[src/rtl/amba_axi4_lite_types_pkg.sv]
// Shared AXI4-Lite types: response codes, protection bits, master FSM states
// and the response mapping applied before a slave response is reported.
package amba_axi4_lite_types_pkg;

  typedef enum logic [1:0] {
    AXI4_RESP_OKAY   = 2'b00,
    AXI4_RESP_EXOKAY = 2'b01,
    AXI4_RESP_SLVERR = 2'b10,
    AXI4_RESP_DECERR = 2'b11
  } axi4_resp_el;

  typedef struct packed {
    logic instruction;
    logic non_secure;
    logic privileged;
  } axi4_prot_typel;

  typedef enum logic [2:0] {
    ST_IDLE,
    ST_WR_REQ,
    ST_WR_RESP,
    ST_RD_REQ,
    ST_RD_DATA,
    ST_RSP
  } axi4_lite_mst_state_e;

  // Exclusive access does not exist on AXI4-Lite, so EXOKAY is treated as an error.
  function automatic axi4_resp_el axi4_lite_map_resp(input logic [1:0] resp);
    axi4_resp_el r;
    r = axi4_resp_el'(resp);
    if (r == AXI4_RESP_EXOKAY) r = AXI4_RESP_SLVERR;
    return r;
  endfunction

endpackage

[src/rtl/amba_axi4_lite_hold_ch.sv]
// One request channel holder: valid rises on load and falls the cycle after
// its own handshake; payload is captured on load and held while valid is high.
module amba_axi4_lite_hold_ch #(
  parameter int unsigned W = 32
) (
  input  logic         clk,
  input  logic         rst,
  input  logic         load,
  input  logic [W-1:0] load_payload,
  input  logic         ready,
  output logic         valid,
  output logic [W-1:0] payload,
  output logic         hs_c
);

  assign hs_c = valid & ready;

  always_ff @(posedge clk) begin
    if (rst) begin
      valid   <= 1'b0;
      payload <= '0;
    end else if (load) begin
      valid   <= 1'b1;
      payload <= load_payload;
    end else if (hs_c) begin
      valid   <= 1'b0;
    end
  end

endmodule

[src/rtl/amba_axi4_lite_master.sv]
// AXI4-Lite manager: takes one single-beat read/write command at a time, runs
// the AW/W/B or AR/R handshakes and returns data plus response on the rsp port.
module amba_axi4_lite_master
  import amba_axi4_lite_types_pkg::*;
#(
  parameter  int unsigned ADDR_W = 32,
  parameter  int unsigned DATA_W = 32,
  localparam int unsigned STRB_W = DATA_W / 8
) (
  input  logic              clk,
  input  logic              rst,
  input  logic              cmd_valid,
  output logic              cmd_ready,
  input  logic              cmd_write,
  input  logic [ADDR_W-1:0] cmd_addr,
  input  logic [DATA_W-1:0] cmd_wdata,
  input  logic [STRB_W-1:0] cmd_wstrb,
  input  logic [2:0]        cmd_prot,
  output logic              rsp_valid,
  input  logic              rsp_ready,
  output logic              rsp_write,
  output logic [DATA_W-1:0] rsp_rdata,
  output logic [1:0]        rsp_resp,
  output logic              m_awvalid,
  input  logic              m_awready,
  output logic [ADDR_W-1:0] m_awaddr,
  output logic [2:0]        m_awprot,
  output logic              m_wvalid,
  input  logic              m_wready,
  output logic [DATA_W-1:0] m_wdata,
  output logic [STRB_W-1:0] m_wstrb,
  input  logic              m_bvalid,
  output logic              m_bready,
  input  logic [1:0]        m_bresp,
  output logic              m_arvalid,
  input  logic              m_arready,
  output logic [ADDR_W-1:0] m_araddr,
  output logic [2:0]        m_arprot,
  input  logic              m_rvalid,
  output logic              m_rready,
  input  logic [DATA_W-1:0] m_rdata,
  input  logic [1:0]        m_rresp
);

  localparam int unsigned AX_W = ADDR_W + 3;
  localparam int unsigned WP_W = DATA_W + STRB_W;

  axi4_lite_mst_state_e state_q, state_d;

  logic              cmd_ready_d, bready_d, rready_d;
  logic              rsp_valid_d, rsp_write_d;
  logic [DATA_W-1:0] rsp_rdata_d;
  logic [1:0]        rsp_resp_d;
  logic              aw_done_q, aw_done_d, w_done_q, w_done_d;

  logic              accept_c, load_wr_c, load_rd_c;
  logic              aw_hs_c, w_hs_c, ar_hs_c;
  logic [AX_W-1:0]   aw_payload, ar_payload;
  logic [WP_W-1:0]   w_payload;

  // cmd_ready is only high in IDLE, so an accept always starts from IDLE.
  assign accept_c  = cmd_valid & cmd_ready;
  assign load_wr_c = accept_c & cmd_write;
  assign load_rd_c = accept_c & ~cmd_write;

  amba_axi4_lite_hold_ch #(.W(AX_W)) u_aw (
    .clk(clk), .rst(rst), .load(load_wr_c), .load_payload({cmd_addr, cmd_prot}),
    .ready(m_awready), .valid(m_awvalid), .payload(aw_payload), .hs_c(aw_hs_c)
  );

  amba_axi4_lite_hold_ch #(.W(WP_W)) u_w (
    .clk(clk), .rst(rst), .load(load_wr_c), .load_payload({cmd_wdata, cmd_wstrb}),
    .ready(m_wready), .valid(m_wvalid), .payload(w_payload), .hs_c(w_hs_c)
  );

  amba_axi4_lite_hold_ch #(.W(AX_W)) u_ar (
    .clk(clk), .rst(rst), .load(load_rd_c), .load_payload({cmd_addr, cmd_prot}),
    .ready(m_arready), .valid(m_arvalid), .payload(ar_payload), .hs_c(ar_hs_c)
  );

  assign {m_awaddr, m_awprot} = aw_payload;
  assign {m_wdata, m_wstrb}   = w_payload;
  assign {m_araddr, m_arprot} = ar_payload;

  always_ff @(posedge clk) begin
    if (rst) begin
      state_q   <= ST_IDLE;
      cmd_ready <= 1'b0;
      m_bready  <= 1'b0;
      m_rready  <= 1'b0;
      rsp_valid <= 1'b0;
      rsp_write <= 1'b0;
      rsp_rdata <= '0;
      rsp_resp  <= '0;
      aw_done_q <= 1'b0;
      w_done_q  <= 1'b0;
    end else begin
      state_q   <= state_d;
      cmd_ready <= cmd_ready_d;
      m_bready  <= bready_d;
      m_rready  <= rready_d;
      rsp_valid <= rsp_valid_d;
      rsp_write <= rsp_write_d;
      rsp_rdata <= rsp_rdata_d;
      rsp_resp  <= rsp_resp_d;
      aw_done_q <= aw_done_d;
      w_done_q  <= w_done_d;
    end
  end

  // Next state plus next values of the registered handshake/response outputs.
  always_comb begin
    state_d     = state_q;
    cmd_ready_d = 1'b0;
    bready_d    = 1'b0;
    rready_d    = 1'b0;
    rsp_valid_d = rsp_valid;
    rsp_write_d = rsp_write;
    rsp_rdata_d = rsp_rdata;
    rsp_resp_d  = rsp_resp;
    aw_done_d   = aw_done_q;
    w_done_d    = w_done_q;

    unique case (state_q)
      ST_IDLE: begin
        if (accept_c) begin
          state_d   = cmd_write ? ST_WR_REQ : ST_RD_REQ;
          aw_done_d = 1'b0;
          w_done_d  = 1'b0;
        end else begin
          cmd_ready_d = 1'b1;
        end
      end
      ST_WR_REQ: begin
        aw_done_d = aw_done_q | aw_hs_c;
        w_done_d  = w_done_q | w_hs_c;
        if (aw_done_d && w_done_d) begin
          state_d  = ST_WR_RESP;
          bready_d = 1'b1;
        end
      end
      ST_WR_RESP: begin
        if (m_bvalid && m_bready) begin
          state_d     = ST_RSP;
          rsp_valid_d = 1'b1;
          rsp_write_d = 1'b1;
          rsp_rdata_d = '0;
          rsp_resp_d  = 2'(axi4_lite_map_resp(m_bresp));
        end else begin
          bready_d = 1'b1;
        end
      end
      ST_RD_REQ: begin
        if (ar_hs_c) begin
          state_d  = ST_RD_DATA;
          rready_d = 1'b1;
        end
      end
      ST_RD_DATA: begin
        if (m_rvalid && m_rready) begin
          state_d     = ST_RSP;
          rsp_valid_d = 1'b1;
          rsp_write_d = 1'b0;
          rsp_rdata_d = m_rdata;
          rsp_resp_d  = 2'(axi4_lite_map_resp(m_rresp));
        end else begin
          rready_d = 1'b1;
        end
      end
      ST_RSP: begin
        if (rsp_valid && rsp_ready) begin
          state_d     = ST_IDLE;
          rsp_valid_d = 1'b0;
          cmd_ready_d = 1'b1;
        end
      end
      default: state_d = ST_IDLE;
    endcase
  end

endmodule

[config.mk]
export PLATFORM = sky130hd
export DESIGN_NAME = amba_axi4_lite_master
export DESIGN_NICKNAME = d
export VERILOG_FILES = /design/src/rtl/amba_axi4_lite_types_pkg.sv /design/src/rtl/amba_axi4_lite_hold_ch.sv /design/src/rtl/amba_axi4_lite_master.sv
export SDC_FILE = /design/constraint.sdc
export NUM_CORES = 1
export LEC_CHECK = 0
export BUFFER_PORTS_ARGS = -buffer_cell sky130_fd_sc_hd__buf_2
export CORE_ASPECT_RATIO = 2
export CORE_UTILIZATION = 30
export DETAILED_ROUTE_END_ITERATION = 16
export PLACE_DENSITY = 0.61
export SLEW_MARGIN = 20
export SYNTH_ARGS = -nofsm -noshare
export SYNTH_HDL_FRONTEND = slang
export SYNTH_HIERARCHICAL = 1
export SYNTH_SLANG_ARGS = --single-unit
[constraint.sdc]
create_clock -name clk -period 2 [get_ports clk]
set_input_delay 0.1 -clock clk [delete_from_list [all_inputs] [get_ports clk]]
set_output_delay 0.1 -clock clk [all_outputs]
set_load 0.02 [all_outputs]
# Word level (Yosys, flattened, before mapping)
# Index checks and enable logic that the tools add are counted.
# word_totals
out_inout_bits,148
wordCells,93
regBits,153
in_bits,117
# classes
bitwise,9
eq_ne,13
mux,40
reduce_logical,15
# op_table
operator,count
2-to-1 mux 32 bit,2
case mux 32 bit (2 select lines),1
2-to-1 mux 3 bit,6
case mux 3 bit (6 select lines),1
2-to-1 mux 1 bit,17
!= test 2 bit (second input constant),6
case mux 1 bit (2 select lines),6
2-to-1 mux 2 bit,5
nonzero test 2 bit,5
AND 1 bit,6
equality test 3 x 2 -> 1 bit (second input constant),2
equality test 3 bit (second input constant),2
AND reduction 6 bit,1
equality test 2 x 1 -> 1 bit (second input constant),2
logical AND 1 bit,4
case mux 2 bit (2 select lines),1
AND reduction 4 bit,1
equality test 3 x 1 -> 1 bit (second input constant),1
logical NOT 3 bit,1
case mux 1 bit (3 select lines),1
AND reduction 3 bit,1
nonzero test 3 bit,1
OR 1 bit,2
AND reduction 2 bit,1
inverter 1 bit,1

# Logic depth before layout (Yosys ltp)
# Gate-level depths: netlist of run 1.
# logic_depth
ltp_word,5
mapped_depth,6

# Hierarchy
# Netlist of run 1, hierarchy kept.
# by_module_without_submodules
mod,area_each_um2,n_inst,cells_each
amba_axi4_lite_hold_ch at u_ar ...,1312.5,2,118
amba_axi4_lite_master,1923.1,1,224
amba_axi4_lite_hold_ch at u_w,1347.5,1,121

# Least setup slack after synthesis of run 1
# No wires, ideal clock.
# synth_timing
kind,register -> register
startpoint,reg u_aw.valid
endpoint,reg state_q[1]
stages_incl_launch_ff,6
slack_ns,0.401
required_ns,1.877
arrival_time_ns,1.476
n_path_buf,0
setup_time_ns,0.123
path_cell_list,dfxtp_1 -> and2_1 -> nor2_1 -> o311ai_1 -> o211ai_2 -> mux2_1
# synth_via
elab_chain_len,5
# synth_lines
element,line,rtl
"start, declared",amba_axi4_lite_hold_ch.sv:11,"output logic valid,"
"start signal, assigned",amba_axi4_lite_hold_ch.sv:20,valid <= 1'b0;
"start signal, assigned",amba_axi4_lite_hold_ch.sv:23,valid <= 1'b1;
"start signal, assigned",amba_axi4_lite_hold_ch.sv:26,valid <= 1'b0;
AND 1 bit,amba_axi4_lite_hold_ch.sv:16,assign hs_c = valid & ready;
via aw_hs_c,amba_axi4_lite_master.sv:57,"logic aw_hs_c, w_hs_c, ar_hs_c;"
OR 1 bit,amba_axi4_lite_master.sv:135,aw_done_d = aw_done_q | aw_hs_c;
logical AND 1 bit,amba_axi4_lite_master.sv:137,if (aw_done_d && w_done_d) begin
!= test 2 bit (no source line),--,
AND reduction 6 bit (no source line),--,
"end signal, assigned",amba_axi4_lite_master.sv:98,state_q <= state_d;
"end, declared",amba_axi4_lite_master.sv:48,"axi4_lite_mst_state_e state_q, state_d;"
# The timed path passes the listed nets, and every way through them passes these cells.
# A chain may end at the register's enable or synchronous reset.

# Worst setup path in the final report of run 1
# layout_timing
startpoint,reg state_q[2]
endpoint,reg rsp_rdata[30]
# layout_via
elab_chain_len,3
# layout_lines
element,line,rtl
equality test 3 bit / equality test 3 x 2 -> 1 bit (equally long branches),amba_axi4_lite_master.sv:124,unique case (state_q)
!= test 2 bit (no source line) / nonzero test 2 bit (equally long branches),--,
AND reduction 3 bit (no source line),--,
"end signal, assigned",amba_axi4_lite_master.sv:104,rsp_rdata <= rsp_rdata_d;
"end, declared",amba_axi4_lite_master.sv:22,"output logic [DATA_W-1:0] rsp_rdata,"
# Parallel ways exist; a longest one is shown, timed or not.

==> results.json, run 1 <==
{
  "status": "finished clean",
  "critical_path_buf_inv_count": 1,
  "fin_crit_ps": 1836,
  "area_delta_synth_final_pct": 53.03,
  "finalNonFillerCells": 1208,
  "grt_overflow": 0,
  "final_cell_mix": "263 x buf_2, 153 x dfxtp_1, 115 x nor2_1",
  "min_path_cells": 4,
  "r2r_slack_ps": 160,
  "synth_top_cell_by_area": "dfxtp_1",
  "hpwlAfterDp_mm": 11.35,
  "synth_warnings": 6,
  "synth.area.mux_share": 0.1836,
  "worstMarginPinSlew_ps": 638.2,
  "fin_skew_ps": 10.24,
  "synth_xor_area_frac": 0,
  "first_pass_iters": 4,
  "via_count": 5385,
  "crit_path_start_kind": "flip-flop",
  "io_pins": 265,
  "r2r_end": "rsp_rdata[30]",
  "synth_top_cell_area_share": 0.5195,
  "worstSkewPairLatency_ps": 410,
  "first_iter_violations": 203,
  "crit_type": "reg -> reg",
  "numCtsBuffers": 17,
  "synth_adder_area_share": 0,
  "synthArstFlopShare": 0,
  "initial_core_util": 0.3058,
  "critPathMaxFanout": 32,
  "die_area_mm2": 0.02025,
  "power_density_mw_per_mm2": 958.2,
  "final_area_mm2": 0.009022,
  "wl_per_cell_um": 14.12,
  "cp.required_ps": 2340,
  "hold_path_class": "in -> reg",
  "placed_cell_area_mm2": 0.007347,
  "clkTransAtPathRegs_ps": 60,
  "coreArea_mm2": 0.01928,
  "clkSinkCount": 153,
  "synthDistinctLibCells": 44,
  "synth_compound_area_frac": 0.1038,
  "netlist_instances": 581,
  "cts_tree": "yes",
  "clockBufferDepth": 2,
  "grt_pass1_wl_mm": 26.61,
  "layout_commonest_cell": "buf_2",
  "setup_viol": 0,
  "synth_area_mm2": 0.005896,
  "crit_arrival_ps": 2170,
  "hold_viol": 0,
  "drive_gt1_frac": 0.3498,
  "fmax_mhz": 544.7,
  "ys.flop_type": "dfxtp_1",
  "syn_nets": 698,
  "antenna_found_initial": 0,
  "rsz0062_at_grt": "false",
  "antennaDiodeCount": 0,
  "p_leak_nw": 3.921,
  "die_h_um": 200.3,
  "finalPower_w": 0.008645,
  "critPathCaptureType": "flip-flop",
  "core.rowCount": 72,
  "critical_path.slowest_cell": "dfxtp_1",
  "yosysSeqAreaShare": 0.5195,
  "ys_ff_latch": 153,
  "min-delay-start": "rsp_ready",
  "grt_pass1_vias": 5591,
  "grt_usage": 0.1699,
  "fill_cells": 1861,
  "drc": 0,
  "path_delay_family": "simple AND/OR/NAND/NOR gates",
  "viasPerCell": 4.458,
  "worstRegToRegCells": 5,
  "maxCapViolations": 0,
  "grt_max_degree": 59,
  "setup_tns_ps": 0,
  "portBuffers": 264,
  "hold_end": "state_q[2]",
  "ir_drop_v": 0.0005833,
  "finalCritPeriodShare": 0.9180,
  "totalWireLength_mm": 17.06,
  "slew_headroom": 0.5745,
  "utilization": 0.4680,
  "synth_simple_gate_area_frac": 0.1275,
  "synth.avg_cell_area_um2": 10.15,
  "synth_edf_count": 0,
  "ant_nets": 0,
  "htreeDepth": 4,
  "chipWidth_um": 101.1,
  "worst_path_largest_cell_delay_ps": 580,
  "final_max_slew_viol_count": 0,
  "place_congestion": 0.8083,
  "reg2reg_from": "state_q[2]",
  "clockRootBuffer": "clkbuf_16",
  "dp.cells": 1071,
  "yosys-top-cells-area": "dfxtp_1 52%, mux2i_1 18%, nor2_1 7.4%, buf_12 3.1%, a21oi_1 2.5%",
  "synth_top_family_by_area": "multiplexers",
  "nets": 1054,
  "worstPathCellList": "nor3b_2 -> and3_1 -> buf_12 -> nand2_1 -> a21oi_1"
}
worst reg2reg max path, cell delays in order (launching register included):
cell	delay, ps
dfxtp_1	580
nor3b_2	460
and3_1	270
buf_12	210
nand2_1	90
a21oi_1	160
sequential cells by signal, summed over array words and instances, names as in the netlist:
signal,count
u_w/valid,1
m_rready,1
u_ar/valid,1
w_done_q,1
aw_done_q,1
m_bready,1
rsp_resp,2
rsp_valid,1
u_w/payload,36
u_aw/payload,35
rsp_write,1
u_ar/payload,35
rsp_rdata,32
u_aw/valid,1
cmd_ready,1
state_q,3
how the worst max path moves through the flow:
stage | start | endpoint | cells after the start
floorplan | u_aw/valid | state_q[1] | 5
global placement | state_q[2] | rsp_rdata[10] | 5
detailed placement | state_q[2] | rsp_rdata[14] | 5
CTS | state_q[2] | rsp_rdata[31] | 5
global route | state_q[2] | rsp_rdata[4] | 5
finish | state_q[2] | rsp_rdata[30] | 5
logic make-up (layout without fill, tap and decap cells):
family,Yosys count,count (layout)
multiplexers,108,108
AND/OR/NAND/NOR,177,177
flip-flops,153,153
AO/OA/AOI/OAI,96,96
buffers and inverters,47,415
cell type report:
type                    count  area, um2  area share
inverters                   4      15.01    0.001664
flip-flops and latches    153       3063      0.3395
repair buffers            380       2547      0.2823
well taps                 259      324.1     0.03592
clock buffers              21      470.5     0.05214
clock inverters            10      143.9     0.01595
multi-input cells         381       2459      0.2725
where the power goes:
part	internal (W)	leakage, nW	switching, W	total, W
sequential	0.00325	1.24	0.000165	0.00342
clock	0.00206	0.291	0.00127	0.00333
combinational	0.000826	2.39	0.00107	0.00190
total	0.00614	3.92	0.00251	0.00865
Yosys cell counts (2+ instances only):
cell type and n:
a211o_1 2, a211oi_1 2, a21oi_1 29, a21oi_2 10
a2bb2oi_1 2, a31oi_1 2, a32oi_1 2, and2_1 3
and3_1 2, buf_12 9, buf_2 12, buf_6 6
clkbuf_1 14, dfxtp_1 153, inv_1 4, mux2i_1 107
nand2_1 27, nand2_2 10, nand2b_1 4, nand3_1 3
nor2_1 116, nor2b_1 4, nor3_1 4, o21ai_0 11
o21ai_1 24
timing repair:
action | 4_1_cts | 5_1_grt
endpoints found under the hold margin | 141 | 0
hold buffers | 106 | 0
resized for setup | 0 | 0
buffers inserted | 0 | 0
endpoints found under the setup margin | 0 | 0
per-stage QoR:
stage	setup WS (ps)	hold WS, ps
2_1_floorplan	400.6	233.7
3_3_place_gp	302.9	335.7
3_5_place_dp	214.7	340.1
4_1_cts	221.5	31.77
5_1_grt	55.72	52.59
6_report	164.0	51.15
metal layers:
| metal | up-vias | part of all wire | track usage |
|---|---|---|---|
| met2 | 182 | 0.56 | 0.3348 |
| met5 | - | 0 | 0 |
| met1 | 2483 | 0.37 | 0.1551 |
| met3 | 34 | 0.041 | 0.03315 |
| li1 | 2686 | - | - |
| met4 | 0 | 0.033 | 0.09110 |
No activity file was read; power rests on OpenSTA's default activity.
==> run 2: changes to the inputs <==
- CORE_UTILIZATION: 30 -> 40
- PLACE_DENSITY: 0.61 -> 0.76
==> results.json, run 2 (synthesis gave the netlist of run 1 again) <==
{
  "grt_usage": 0.2207,
  "final_max_slew_viol_count": 0,
  "min_path_cells": 4,
  "grt-busiest-layer": "met2",
  "hold_viol": 0,
  "grt_max_degree": 76,
  "final_cell_mix": "263 x buf_2, 153 x dfxtp_1, 115 x nor2_1",
  "fmax_mhz": 552.2,
  "viasPerCell": 4.797,
  "whs_ps": 57.43,
  "cts_tree": "yes",
  "drc": 0,
  "crit_path_start_kind": "flip-flop",
  "hpwlAfterDp_mm": 10.94,
  "grt_pass1_wl_mm": 26.12,
  "crit_arrival_ps": 2150,
  "post_cts_resized": 0,
  "largest-register": "u_w/payload",
  "first_pass_iters": 4,
  "maxCapViolations": 0,
  "r2r_end": "rsp_rdata[3]",
  "cp.required_ps": 2340,
  "top_regs": "u_w/payload (36), u_ar/payload (35), u_aw/payload (35)",
  "grt_util_met1": 0.2100,
  "critPathMaxFanout": 32,
  "io_pins": 265,
  "portBuffers": 264,
  "min-delay-start": "rsp_ready",
  "drive_gt1_frac": 0.3518,
  "ant_nets": 0,
  "setup_tns_ps": 0,
  "crit_type": "reg -> reg",
  "htreeDepth": 4,
  "clkSinkCount": 153,
  "area_delta_synth_final_pct": 51.91,
  "grt_use_met3": 0.05952,
  "grt_overflow": 0,
  "worstRegToRegCells": 5,
  "initial_core_util": 0.4108,
  "die_h_um": 173.7,
  "wl_per_cell_um": 14.84,
  "chipWidth_um": 87.85,
  "finalNonFillerCells": 1147,
  "rsz0062_at_grt": "false",
  "numCtsBuffers": 17,
  "ir_drop_v": 0.0005958,
  "power_density_mw_per_mm2": 961.9,
  "status": "finished clean",
  "antenna_found_initial": 0,
  "coreArea_mm2": 0.01435,
  "worstMarginPinSlew_ps": 611.7,
  "largest_register_ffs": 36,
  "grt_pass1_vias": 5661,
  "clockBufferDepth": 2,
  "fin_skew_ps": 9.764,
  "p_leak_nw": 3.935,
  "antennaDiodeCount": 0,
  "hold_end": "state_q[2]",
  "critPathCaptureType": "flip-flop",
  "first_iter_violations": 168,
  "hold_path_class": "in -> reg",
  "clockRootBuffer": "clkbuf_16",
  "core.rowCount": 62,
  "slew_headroom": 0.5922,
  "totalWireLength_mm": 17.02,
  "nets": 1059,
  "clkTransAtPathRegs_ps": 60,
  "layout_commonest_cell": "buf_2",
  "grt_use_met2": 0.4134,
  "r2r_slack_ps": 190,
  "reg2reg_from": "state_q[2]",
  "place_congestion": 0.8781,
  "dp.cells": 1009,
  "via_count": 5502,
  "die_area_mm2": 0.01526,
  "setup_viol": 0,
  "worstSkewPairLatency_ps": 420,
  "finalCritPeriodShare": 0.9055,
  "fin_crit_ps": 1811
}
==> run 2: worst max-delay path by stage <==
stage | startpoint | endpoint | slack, ps | cells past startpoint
final | state_q[2] | rsp_rdata[3] | 190 | 5
after global placement | state_q[2] | rsp_rdata[11] | 290 | 5
after CTS | state_q[2] | rsp_rdata[11] | 200 | 5
after global routing | state_q[2] | rsp_rdata[3] | 50 | 5
after floorplan | u_aw/valid | state_q[1] | 400 | 5
after detailed placement | state_q[2] | rsp_rdata[11] | 230 | 5
==> run 2: stage by stage <==
stage	utilization	area [um2]	total power [W]	setup WS (ps)
2_1_floorplan	-	5896	0.004694	400.6
3_3_place_gp	0.5078	7288	0.005190	288.9
3_5_place_dp	0.5078	7288	0.005210	234.4
4_1_cts	0.6241	8956	0.008676	204.0
5_1_grt	0.6241	8956	0.008983	53.09
6_report	0.6241	8956	0.008615	189.0
==> run 2: layout make-up <==
type	count	area, um2
fill	1108	5395
sequential	153	3063
timing repair buffer	385	2572
multi-input combinational	381	2459
clock buffer	22	464.2
tap	192	240.2
clock inverter	10	142.6
inverter	4	15.01
==> run 2: power by group <==
group          switching (W)  internal, W
Clock                0.00125      0.00203
Combinational        0.00109     0.000842
Sequential          0.000148      0.00325
==> run 2: critical path, stage by stage, from the launching register on <==
cell     delay, ps
dfxtp_1        560
nor3b_2        450
and3_1         270
buf_12         210
nand2_1         70
a21oi_1        150
==> run 2: per-layer routing <==
metal,vias to the layer above,share of wire,wire [um]
li1,2699,-,-
met1,2559,0.36,6185
met2,202,0.54,9236
met3,42,0.058,985
met4,0,0.036,610
met5,-,0,0
==> run 2: repair_timing <==
item / CTS / global route
setup buffers: 0 / 0
hold endpoints to repair: 141 / 0
hold buffers: 106 / 0
==> run 3: changes to the inputs <==
- CORE_ASPECT_RATIO: 2 -> 1.2
- PLACE_DENSITY: 0.76 -> 0.77
- SYNTH_HIERARCHICAL: 1 -> unset
==> results.json, run 3 <==
{
  "final_cell_mix": "263 x buf_2, 255 x nand2_1, 154 x a21oi_1",
  "initial_core_util": 0.4156,
  "cts_tree": "yes",
  "syn_nets": 820,
  "die_h_um": 131.3,
  "synthArstFlopShare": 0,
  "largest_register_ffs": 36,
  "core.rowCount": 46,
  "whs_ps": 41.01,
  "netlist_instances": 703,
  "grt_overflow": 0,
  "synth_top_cell_area_share": 0.5496,
  "pwr-share-seq": 0.411,
  "synth.avg_cell_area_um2": 7.927,
  "fill_cells": 1056,
  "critical_path.slowest_cell": "dfxtp_1",
  "place_congestion": 0.8272,
  "antennaDiodeCount": 0,
  "power_density_mw_per_mm2": 899.0,
  "finalCritPeriodShare": 0.9126,
  "clkSinkCount": 153,
  "worstMarginPinSlew_ps": 806.5,
  "top_regs": "u_w.payload (36), u_ar.payload (35), u_aw.payload (35)",
  "layout_commonest_cell": "buf_2",
  "power_frac_comb": 0.123,
  "p_sw_w": 0.001886,
  "hpwlAfterDp_mm": 10.85,
  "synth_area_mm2": 0.005573,
  "worst_path_largest_cell_delay_ps": 560,
  "crit_arrival_ps": 2150,
  "ir_drop_v": 0.0007831,
  "htreeDepth": 4,
  "critical_path_buf_inv_count": 1,
  "worstPathCellList": "nand4b_1 -> a21o_1 -> buf_4 -> nand2_1 -> a21oi_1",
  "regArea_mm2": 0.003063,
  "p_sw_frac": 0.2391,
  "critPathCaptureType": "flip-flop",
  "totalWireLength_mm": 19.03,
  "ant_nets": 0,
  "synth_top_cell_by_area": "dfxtp_1",
  "drc": 0,
  "ys_ff_latch": 153,
  "crit_type": "reg -> reg",
  "clockBufferDepth": 2,
  "clkPwrFrac": 0.466,
  "status": "finished clean",
  "coreArea_mm2": 0.01341,
  "via_count": 6320,
  "yosys.cell_count.top_type": "nand2_1",
  "grt_pass1_vias": 6369,
  "synth_warnings": 0,
  "first_iter_violations": 527,
  "antenna_found_initial": 0,
  "finalNonFillerCells": 1233,
  "largest-register": "u_w.payload",
  "synth_commonest_cells": "255 x nand2_1, 154 x a21oi_1, 153 x dfxtp_1, 34 x nand3_1, 26 x clkbuf_1",
  "clkTransAtPathRegs_ps": 60,
  "fin_crit_ps": 1825,
  "grt_usage": 0.2688,
  "setup_tns_ps": 0,
  "slew_headroom": 0.4623,
  "multi_input_area_mm2": 0.002252,
  "p_leak_nw": 3.838,
  "yosys-top-cells-area": "dfxtp_1 55%, nand2_1 17%, a21oi_1 14%, nand3_1 3.1%, clkbuf_1 1.8%",
  "wl_per_cell_um": 15.43,
  "maxCapViolations": 0,
  "numCtsBuffers": 17,
  "first_pass_iters": 5,
  "synthDistinctLibCells": 36,
  "area_delta_synth_final_pct": 57.41,
  "final_max_slew_viol_count": 0,
  "p_int_w": 0.006001,
  "portBuffers": 264,
  "grt_pass1_wl_mm": 30.38,
  "nets": 1169,
  "fmax_mhz": 547.9,
  "hold_path_class": "in -> reg",
  "viasPerCell": 5.126,
  "ys.flop_type": "dfxtp_1",
  "drive_gt1_frac": 0.2948,
  "die_area_mm2": 0.01441,
  "fin_skew_ps": 10.06,
  "post_cts_resized": 0,
  "dp.cells": 1095,
  "path_delay_family": "compound AO/OA/AOI/OAI gates",
  "crit_path_start_kind": "flip-flop",
  "cp.required_ps": 2320,
  "synth_edf_count": 0,
  "rsz0062_at_grt": "false",
  "clockRootBuffer": "clkbuf_16",
  "grt_max_degree": 72,
  "chipWidth_um": 109.8,
  "yosysSeqAreaShare": 0.5496,
  "hold_viol": 0,
  "worstSkewPairLatency_ps": 420,
  "critPathMaxFanout": 13,
  "setup_viol": 0,
  "io_pins": 265,
  "cts_setup_buffers": 0
}
## run 3: cell types whose count changed after synthesis, sizes merged, moves of 12 or more
cell / before / now
a21oi: 39 / 155
clkbuf: 14 / 26
mux2i: 107 / 0
nand3: 3 / 34
nand2: 37 / 255
o21ai: 35 / 7
nor2: 116 / 10
## run 3: worst paths after layout
check	start	endpoint	slack, ps	cells past startpoint
worst max-delay path	state_q[1]	rsp_rdata[24]	170	5
worst min-delay path	m_rresp[1]	rsp_resp[0]	40	3
worst max register to register	state_q[1]	rsp_rdata[24]	170	5
worst min register to register	u_aw.payload[29]	u_aw.payload[29]	450	2
## run 3: power groups by stage
stage / registers, W / logic (W) / clock network [W]
2_1_floorplan: 0.00341 / 0.000336 / 0
6_report: 0.00324 / 0.000971 / 0.00368
3_3_place_gp: 0.00330 / 0.000781 / 0
5_1_grt: 0.00325 / 0.00105 / 0.00385
3_5_place_dp: 0.00330 / 0.000787 / 0
4_1_cts: 0.00324 / 0.000952 / 0.00372
## run 3: stage by stage
| step | cell area [um2] | total power (W) | util | setup WS [ps] |
|---|---|---|---|---|
| finish | 8772 | 0.007886 | 0.6541 | 174.7 |
| global route | 8772 | 0.008156 | 0.6541 | 12.81 |
| CTS | 8772 | 0.007910 | 0.6541 | 218.9 |
| detailed placement | 7033 | 0.004088 | 0.5244 | 271.7 |
| global placement | 7033 | 0.004079 | 0.5244 | 371.6 |
| floorplan | 5573 | 0.003745 | - | 534.3 |
## run 3: cell families (layout without fill, tap and decap cells)
logic type	after synthesis	in the layout	share of synthesized area
AO/OA/AOI/OAI	176	176	0.1675
buffers and inverters	55	417	0.04849
flip-flops	153	153	0.5496
AND/OR/NAND/NOR	319	319	0.2344
## run 3: metal layers
| metal | part of all wire | vias to the layer above | global-route usage |
|---|---|---|---|
| met5 | 0 | - | 0 |
| met2 | 0.51 | 324 | 0.4769 |
| met1 | 0.37 | 2927 | 0.2846 |
| met4 | 0.031 | 0 | 0.1400 |
| met3 | 0.081 | 49 | 0.06994 |
| li1 | - | 3020 | - |
## run 3: area by class of cell
type | count | share of cell area
clock buffers | 22 | 0.05292
clock inverters | 10 | 0.02439
inverters | 1 | 0.0004279
multi-input cells | 495 | 0.2567
flip-flops and latches | 153 | 0.3492
well taps | 168 | 0.02396
repair buffers | 384 | 0.2924
## run 3: timing repair
| item | 4_1_cts | 5_1_grt |
|---|---|---|
| hold buffers | 106 | 0 |
| endpoints found under the hold margin | 142 | 0 |
| setup endpoints to repair | 0 | 0 |
## run 3: worst register-to-register path, delay by kind of cell, from the launching register on
family / cells / cell delay, ps
buf+inv: 1 / 230
compound gates: 2 / 610
simple gates: 2 / 330
flops: 1 / 560
